`src/rtl/alu_seq_core.sv`:
```
// Multi-cycle ALU: registered operands/opcode, start/busy/done handshake,
// single-cycle logic/add/sub, bit-serial shifts and a shift-add multiplier.
module alu_seq_core #(
  parameter int N = 16
) (
  input  logic         clk,
  input  logic         reset,
  input  logic [N-1:0] data_in,
  input  logic         load_A,
  input  logic         load_B,
  input  logic         load_Op,
  input  logic         start,
  output logic         busy,
  output logic         done,
  output logic [N-1:0] result,
  output logic [3:0]   flags
);

  localparam int CW = $clog2(N);

  typedef enum logic [2:0] {
    OP_ADD = 3'd0, OP_SUB = 3'd1, OP_OR  = 3'd2, OP_AND = 3'd3,
    OP_XOR = 3'd4, OP_SHL = 3'd5, OP_SRA = 3'd6, OP_MUL = 3'd7
  } op_e;

  typedef enum logic {S_IDLE, S_EXEC} state_e;

  state_e         r_state;
  op_e            r_op, r_wop;
  logic [N-1:0]   r_a, r_b, r_wa, r_wb;
  logic [N-1:0]   r_acc;    // shift operand, or high half of the product
  logic [N-1:0]   r_lo;     // multiplier bits, becoming the low half of the product
  logic [CW-1:0]  r_cnt;
  logic           r_carry;
  logic           r_busy, r_done;
  logic [N-1:0]   r_result;
  logic [3:0]     r_flags;

  logic [N:0]     w_sum, w_diff, w_mac;
  logic           w_fin, w_c, w_v, w_carry_nxt;
  logic [N-1:0]   w_res, w_acc_nxt, w_lo_nxt;

  assign w_sum  = {1'b0, r_wa} + {1'b0, r_wb};
  assign w_diff = {1'b0, r_wa} - {1'b0, r_wb};
  assign w_mac  = {1'b0, r_acc} + (r_lo[0] ? {1'b0, r_wa} : '0);

  // NOTE: every output of this block gets a default first so no latch is inferred.
  always_comb begin
    w_fin       = 1'b0;
    w_res       = r_acc;
    w_c         = 1'b0;
    w_v         = 1'b0;
    w_acc_nxt   = r_acc;
    w_lo_nxt    = r_lo;
    w_carry_nxt = r_carry;
    unique case (r_wop)
      OP_ADD: begin
        w_fin = 1'b1;
        w_res = w_sum[N-1:0];
        w_c   = w_sum[N];
        w_v   = (r_wa[N-1] == r_wb[N-1]) && (w_sum[N-1] != r_wa[N-1]);
      end
      OP_SUB: begin
        w_fin = 1'b1;
        w_res = w_diff[N-1:0];
        w_c   = w_diff[N];
        w_v   = (r_wa[N-1] != r_wb[N-1]) && (w_diff[N-1] != r_wa[N-1]);
      end
      OP_OR:  begin w_fin = 1'b1; w_res = r_wa | r_wb; end
      OP_AND: begin w_fin = 1'b1; w_res = r_wa & r_wb; end
      OP_XOR: begin w_fin = 1'b1; w_res = r_wa ^ r_wb; end
      OP_SHL: begin
        if (r_cnt == '0) begin
          w_fin = 1'b1;
          w_c   = r_carry;
        end else begin
          w_acc_nxt   = {r_acc[N-2:0], 1'b0};
          w_carry_nxt = r_acc[N-1];
        end
      end
      OP_SRA: begin
        if (r_cnt == '0) begin
          w_fin = 1'b1;
          w_c   = r_carry;
        end else begin
          w_acc_nxt   = {r_acc[N-1], r_acc[N-1:1]};
          w_carry_nxt = r_acc[0];
        end
      end
      OP_MUL: begin
        // The final partial product is folded in on the same edge that retires the result.
        w_acc_nxt = w_mac[N:1];
        w_lo_nxt  = {w_mac[0], r_lo[N-1:1]};
        if (r_cnt == '0) begin
          w_fin = 1'b1;
          w_res = w_lo_nxt;
          w_c   = |w_acc_nxt;
        end
      end
      default: w_fin = 1'b1;
    endcase
  end

  // NOTE: sequential state uses non-blocking assignments so all registers update together.
  always_ff @(posedge clk) begin
    if (reset) begin
      r_state  <= S_IDLE;
      r_op     <= OP_ADD;
      r_wop    <= OP_ADD;
      r_a      <= '0;
      r_b      <= '0;
      r_wa     <= '0;
      r_wb     <= '0;
      r_acc    <= '0;
      r_lo     <= '0;
      r_cnt    <= '0;
      r_carry  <= 1'b0;
      r_busy   <= 1'b0;
      r_done   <= 1'b0;
      r_result <= '0;
      r_flags  <= '0;
    end else begin
      r_done <= 1'b0;
      unique case (r_state)
        S_IDLE: begin
          if (load_A)  r_a  <= data_in;
          if (load_B)  r_b  <= data_in;
          if (load_Op) r_op <= op_e'(data_in[2:0]);
          if (start) begin
            // Snapshot uses pre-edge operands even when a load shares this edge.
            r_wa    <= r_a;
            r_wb    <= r_b;
            r_wop   <= r_op;
            r_acc   <= (r_op == OP_MUL) ? '0 : r_a;
            r_lo    <= r_b;
            r_cnt   <= (r_op == OP_MUL) ? CW'(N - 1) : r_b[CW-1:0];
            r_carry <= 1'b0;
            r_busy  <= 1'b1;
            r_state <= S_EXEC;
          end
        end
        S_EXEC: begin
          if (w_fin) begin
            r_result <= w_res;
            r_flags  <= {w_res[N-1], (w_res == '0), w_c, w_v};
            r_done   <= 1'b1;
            r_busy   <= 1'b0;
            r_state  <= S_IDLE;
          end else begin
            r_acc   <= w_acc_nxt;
            r_lo    <= w_lo_nxt;
            r_carry <= w_carry_nxt;
            r_cnt   <= r_cnt - CW'(1);
          end
        end
        default: r_state <= S_IDLE;
      endcase
    end
  end

  assign busy   = r_busy;
  assign done   = r_done;
  assign result = r_result;
  assign flags  = r_flags;

endmodule
```
`config.mk`:
```
export PLATFORM = sky130hd
export DESIGN_NAME = alu_seq_core
export DESIGN_NICKNAME = d
export VERILOG_FILES = /design/src/rtl/alu_seq_core.sv
export SDC_FILE = /design/constraint.sdc
export NUM_CORES = 1
export LEC_CHECK = 0
export ABC_AREA = 1
export BUFFER_PORTS_ARGS = -buffer_cell sky130_fd_sc_hd__buf_2
export CELL_PAD_IN_SITES_DETAIL_PLACEMENT = 0
export CELL_PAD_IN_SITES_GLOBAL_PLACEMENT = 1
export CORE_ASPECT_RATIO = 0.8
export CORE_MARGIN = 2
export CORE_UTILIZATION = 41
export CTS_BUF_LIST = sky130_fd_sc_hd__clkbuf_8
export DETAILED_ROUTE_END_ITERATION = 7
export GPL_TIMING_DRIVEN = 1
export PLACE_DENSITY = 0.91
export SKIP_CTS_REPAIR_TIMING = 1
export SYNTH_ARGS = -nofsm -noshare
export SYNTH_HDL_FRONTEND = slang
export SYNTH_SLANG_ARGS = --single-unit
```
`constraint.sdc`:
```
create_clock -name clk -period 2.3 [get_ports clk]
set_input_delay 0.46 -clock clk [delete_from_list [all_inputs] [get_ports clk]]
set_output_delay 0.46 -clock clk [all_outputs]
set_load 0.02 [all_outputs]
```
# Yosys cells after proc, flatten, opt, wreduce, memory -nomap -nowiden
# Cells that the tools add are included.
# Widths: inputs -> output; s select.
dict set report op_classes {
  n_addsub 4
  reduce_logical 21
  n_eq_ne 22
  bitwise_logic 4
  mux 37
}
# operator count
set op_table {}
lappend op_table {{$mux 16} 9}
lappend op_table {{$pmux 16 s6} 1}
lappend op_table {{$pmux 16 s2} 2}
lappend op_table {{$pmux 16 s3} 1}
lappend op_table {{$add 16x16->17} 2}
lappend op_table {{$sub 16x16->17} 1}
lappend op_table {{$and 16x16->16} 1}
lappend op_table {{$logic_not 16->1} 1}
lappend op_table {{$or 16x16->16} 1}
lappend op_table {{$reduce_or 16->1} 1}
lappend op_table {{$xor 16x16->16} 1}
lappend op_table {{$eq 3x3->1 const B} 5}
lappend op_table {{$mux 15} 1}
lappend op_table {{$reduce_and 5->1} 3}
lappend op_table {{$reduce_and 2->1} 7}
lappend op_table {{$mux 1} 12}
lappend op_table {{$mux 4} 3}
lappend op_table {{$pmux 1 s2} 6}
lappend op_table {{$pmux 4 s2} 1}
lappend op_table {{$eq 3x2->1 const B} 2}
lappend op_table {{$ne 2x2->1 const B} 3}
lappend op_table {{$ne 3x1->1 const B} 2}
lappend op_table {{$ne 3x3->1 const B} 2}
lappend op_table {{$reduce_or 5->1} 1}
lappend op_table {{14 further kinds} 19}
dict set report totals {
  reg_bits 130
  word_cells 104
}

# Depth between registers and ports, before layout
dict set report logic_depth {
  ltp_word 5
  ltp_mapped 22
  mapped_depth_nobuf 20
}

# Worst setup path after synthesis
# Ideal clock, no wire load.
dict set report synth_path {
  path_kind {reg-to-reg}
  startpoint {reg r_lo[0]}
  endpoint {reg r_flags[1], in the netlist flags[1]}
  path_buffers 2
  setup_time_ps 112
  arrival_time_ps 2463
  stages_incl_launch_ff 22
  path_slack_ps -275
  period_less_slack_ps 2575
  cell_sequence {dfxtp_1 -> clkbuf_1 -> clkbuf_1 -> nand2_1 -> inv_1 -> ha_1 -> inv_1 -> fa_1 -> inv_1 -> nand3_1 -> nand2_1 -> nand2_1 -> nand2_1 -> nand3_1 -> nand3_1 -> nand2_1 -> nor2_1 -> nand3_1 -> nand2_1 -> nand3_1 -> nand2_1 -> nand2_1}
}
dict set report synth_via {
  elab_chain_cells 5
}
# item line_no
set synth_lines {}
lappend synth_lines {{start: declaration} 32} ;# logic [N-1:0] r_lo;
lappend synth_lines {{start signal: assignment} 135} ;# r_lo <= r_b;
lappend synth_lines {{start signal: assignment} 151} ;# r_lo <= w_lo_nxt;
lappend synth_lines {{$mux 16} 45} ;# assign w_mac = {1'b0, r_acc} + (r_lo[0] ? {1'b0, r_wa} : '0);
lappend synth_lines {{$add 16x16->17} 45}
lappend synth_lines {{$reduce_or 16->1} 97} ;# w_c = |w_acc_nxt;
lappend synth_lines {{$mux 1} 94} ;# if (r_cnt == '0) begin
lappend synth_lines {{$pmux 1 s4} 56} ;# unique case (r_wop)
lappend synth_lines {{end signal: assignment} 145} ;# r_flags <= {w_res[N-1], (w_res == '0), w_c, w_v};
lappend synth_lines {{end: declaration} 37} ;# logic [3:0] r_flags;
# No other way between the ends.
# A chain may end at the register's enable or synchronous reset.

# Final worst setup path
dict set report layout_path {
  startpoint {reg r_wa[0]}
  endpoint {reg r_flags[1], in the netlist flags[1]}
}
dict set report layout_via {
  elab_chain_cells 5
  word_cells_on_any_way 7
  cone_classes {add/sub (3); mux (3); reduce/logical (1)}
}
# item line_no
set layout_lines {}
lappend layout_lines {{start: declaration} 30} ;# logic [N-1:0] r_a, r_b, r_wa, r_wb;
lappend layout_lines {{start signal: assignment} 131} ;# r_wa <= r_a;
lappend layout_lines {{$mux 16} 45}
lappend layout_lines {{$add 16x16->17} 45}
lappend layout_lines {{$reduce_or 16->1} 97}
lappend layout_lines {{$mux 1} 94}
lappend layout_lines {{$pmux 1 s4 *} 56}
# Mark *: on every way between the ends. The rest lies on a longest branch, timed or not.

==> out/qor.yml <==
power:
  peakVddDrop_uv: 369
  powerDensity_nw_per_um2: 634
  p_leak_nw: 5.74
synthesis:
  synth_edf_count: 0
  ys_ff_latch: 129
  syn_nets: 1545
  async_flop_share: 0
  synth_fa_ha_area_frac: 0.0957
  ys_types: 43
  ys_seq_area_frac: 0.283
  ys.flop_type: "dfxtp_1"
  synthMuxAreaShare: 0
  postSynthAreaPerCell_um2: 6.27
  netlist_area_um2: 9130
  synth-simple-area-share: 0.297
  synth_cells: 1455
  synth_compound_area_frac: 0.213
  synth_xor_area_frac: 0.00384
  synth_top_family_by_area: "simple AND/OR/NAND/NOR gates"
  yosysWarnings: 0
timing:
  setup_viol: 4
  final.period_utilization: 1.08
  fin_skew_ns: 0.0191
  hold_viol_final: 0
  grt_setup_unrepaired: "true"
  final.min_clock_period_ns: 2.48
  worst_pin_slew_ns: 0.592
  drv_slew: 0
  fin_ws_ns: -0.176
  maxSlewHeadroom: 0.603
  max_freq_mhz: 404
clock_network:
  cts.sink_count: 129
  clockBufferDepth: 2
  cts_buffers: 17
  path_clk_slew_ns: 0.09
  cts_tree: "built"
  root_buffer: "clkbuf_8"
  cts_max_level: 4
  clock_latency_ns: 0.46
global_route:
  met3_usage: 0.0965
  grt_use_met2: 0.435
  grt_antenna_before_repair: 1
  top_usage_layer: "met1"
  gr-total-overflow: 0
  grt_pass1_wl_mm: 55.2
  grtUsageMet1: 0.467
  grt_max_degree: 96
  grt_pass1_vias: 9582
  grt_usage: 0.313
die:
  rows: 48
  fp.dieH_um: 137
  start_util: 0.421
  io_pins: 44
  fp.coreArea_um2: 21700
  dieArea_um2: 23500
  fp.dieW_um: 171
finish:
  post-route-util: 0.567
  syn_to_final_growth_pct: 34.7
  fin_nets: 1766
  drive_gt1_frac: 0.264
worst_setup_path:
  path_buf_inv: 4
  crit_fanout: 4
  slowest_stage: "fa_2"
  cp.required_ns: 2.66
  arrival_ns: 2.84
  critPathMaxStageDelay_ns: 0.40
  startpoint_type: "flop"
  crit_family: "simple AND/OR/NAND/NOR gates"
  cp-end-kind: "flop"
  reg2reg_slack_ns: -0.18
  critPathKind: "flop to flop"
  path_cells: "buf_6 -> nand2_2 -> inv_2 -> ha_4 -> inv_2 -> fa_2 -> inv_2 -> nand3_4 -> nand2_4 -> nand2_2 -> nand2_2 -> nand3_2 -> nor2_2 -> nand3_2 -> nor2_2 -> nand3_2 -> nand2_2 -> nand3_2 -> nand2_1 -> nand2_1"
place:
  hpwl_mm: 29.8
  routabilityCongestion: 1.05
  port_buffers: 43
  dp_worst_setup_slack_ns: -0.295
route:
  drc: 0
  vias: 11100
  post_drt_wl_per_cell_um: 19.0
  initialDrtViolationCount: 1385
  drtPass1Iterations: 5
  via_per_inst: 5.56
  finalWirelength_mm: 37.8
  postRouteAntennaNets: 0
run_status:
  status: "complete, but fails checks"
  violations: "setup timing"
flow_run:
  drv_cap: 0
hold_path:
  min-delay-path-class: "input port to flop"
-- cell type report --
class | count | area [um^2]
Antenna cell | 2 | 5.00
Clock buffer | 18 | 248
Clock inverter | 14 | 141
Fill cell | 2115 | 9380
Inverter | 191 | 727
Multi-Input combinational cell | 1071 | 6200
Sequential cell | 129 | 2600
Tap cell | 300 | 375
Timing Repair Buffer | 266 | 2000
-- logic make-up after synthesis --
| group | Yosys count |
|---|---|
| AO/OA/AOI/OAI | 347 |
| XOR/XNOR | 4 |
| adder cells (fa/ha/maj) | 68 |
| buffers and inverters | 255 |
| flip-flops | 129 |
| AND/OR/NAND/NOR | 652 |
-- power breakdown --
| group | internal [W] | switching [W] | total (W) | leakage [nW] |
|---|---|---|---|---|
| logic | 0.00131 | 0.00186 | 0.00317 | 4.47 |
| clock network | 0.000920 | 0.00108 | 0.00200 | 0.197 |
| registers | 0.00244 | 0.000185 | 0.00263 | 1.07 |
-- final timing paths --
kind | depth (start not counted) | to | startpoint
max reg2reg | 20 | flags[1]$_SDFFE_PP0P_ | r_wa[0]$_SDFFE_PP0P_
max | 20 | flags[1]$_SDFFE_PP0P_ | r_wa[0]$_SDFFE_PP0P_
min | 3 | r_b[3]$_SDFFE_PP0P_ | data_in[3]
min reg2reg | 2 | result[13]$_SDFFE_PP0P_ | result[13]$_SDFFE_PP0P_
-- registers in the layout (all words and copies together) (netlist names) --
name,flops
busy,1
done,1
flags,3
r_a,16
r_acc,16
r_b,16
r_carry,1
r_cnt,4
r_lo,16
r_op,3
r_state,1
r_wa,16
r_wb,16
r_wop,3
result,16
-- cell usage after synthesis, types with 13 or more instances --
master / n / share of area
a211oi_1: 13 / 0.011
a21oi_1: 105 / 0.058
a31oi_1: 25 / 0.017
buf_2: 13 / 0.0071
clkbuf_1: 47 / 0.019
dfxtp_1: 129 / 0.28
ha_1: 65 / 0.089
inv_1: 181 / 0.074
nand2_1: 324 / 0.13
nand3_1: 121 / 0.066
nand4_1: 18 / 0.012
nor2_1: 165 / 0.068
o21ai_0: 146 / 0.080
o22ai_1: 14 / 0.0096
-- layer usage --
layer  share of wire  vias up
li1                -     5265
met1            0.45     5062
met2            0.39      669
met3            0.14       76
met4           0.020        0
met5               0        -
-- layout by cell type (no fill, tap or decap), types with 19 or more instances in the layout --
cell,instances
a21oi_1,90
a31oi_1,22
buf_2,43
buf_4,211
dfxtp_1,122
ha_1,42
ha_4,20
inv_1,172
nand2_1,293
nand2_2,30
nand3_1,102
nand3_2,19
nor2_1,149
o21ai_0,138
-- through the flow --
step	power, W	cell area (um^2)	setup TNS (ns)	instances	hold slack (ns)
after floorplan	0.00408	9150	0	1455	0.430
after global placement	0.00542	11100	-0.822	1945	0.434
after detailed placement	0.00544	11100	-1.17	1945	0.441
after CTS	0.00741	11500	-1.51	1977	0.249
after global routing	0.00813	12300	-0.968	1989	0.267
final	0.00780	12300	-0.297	1991	0.259
-- worst reg2reg max path, delay by kind of cell, from the launching register on --
kind,cells,cell delay [ns]
adder cells (fa/ha/maj),2,0.53
buffers and inverters,4,0.30
flip-flops,1,0.38
AND/OR/NAND/NOR,14,1.21
Note: power is estimated with default switching activity, not from simulation.
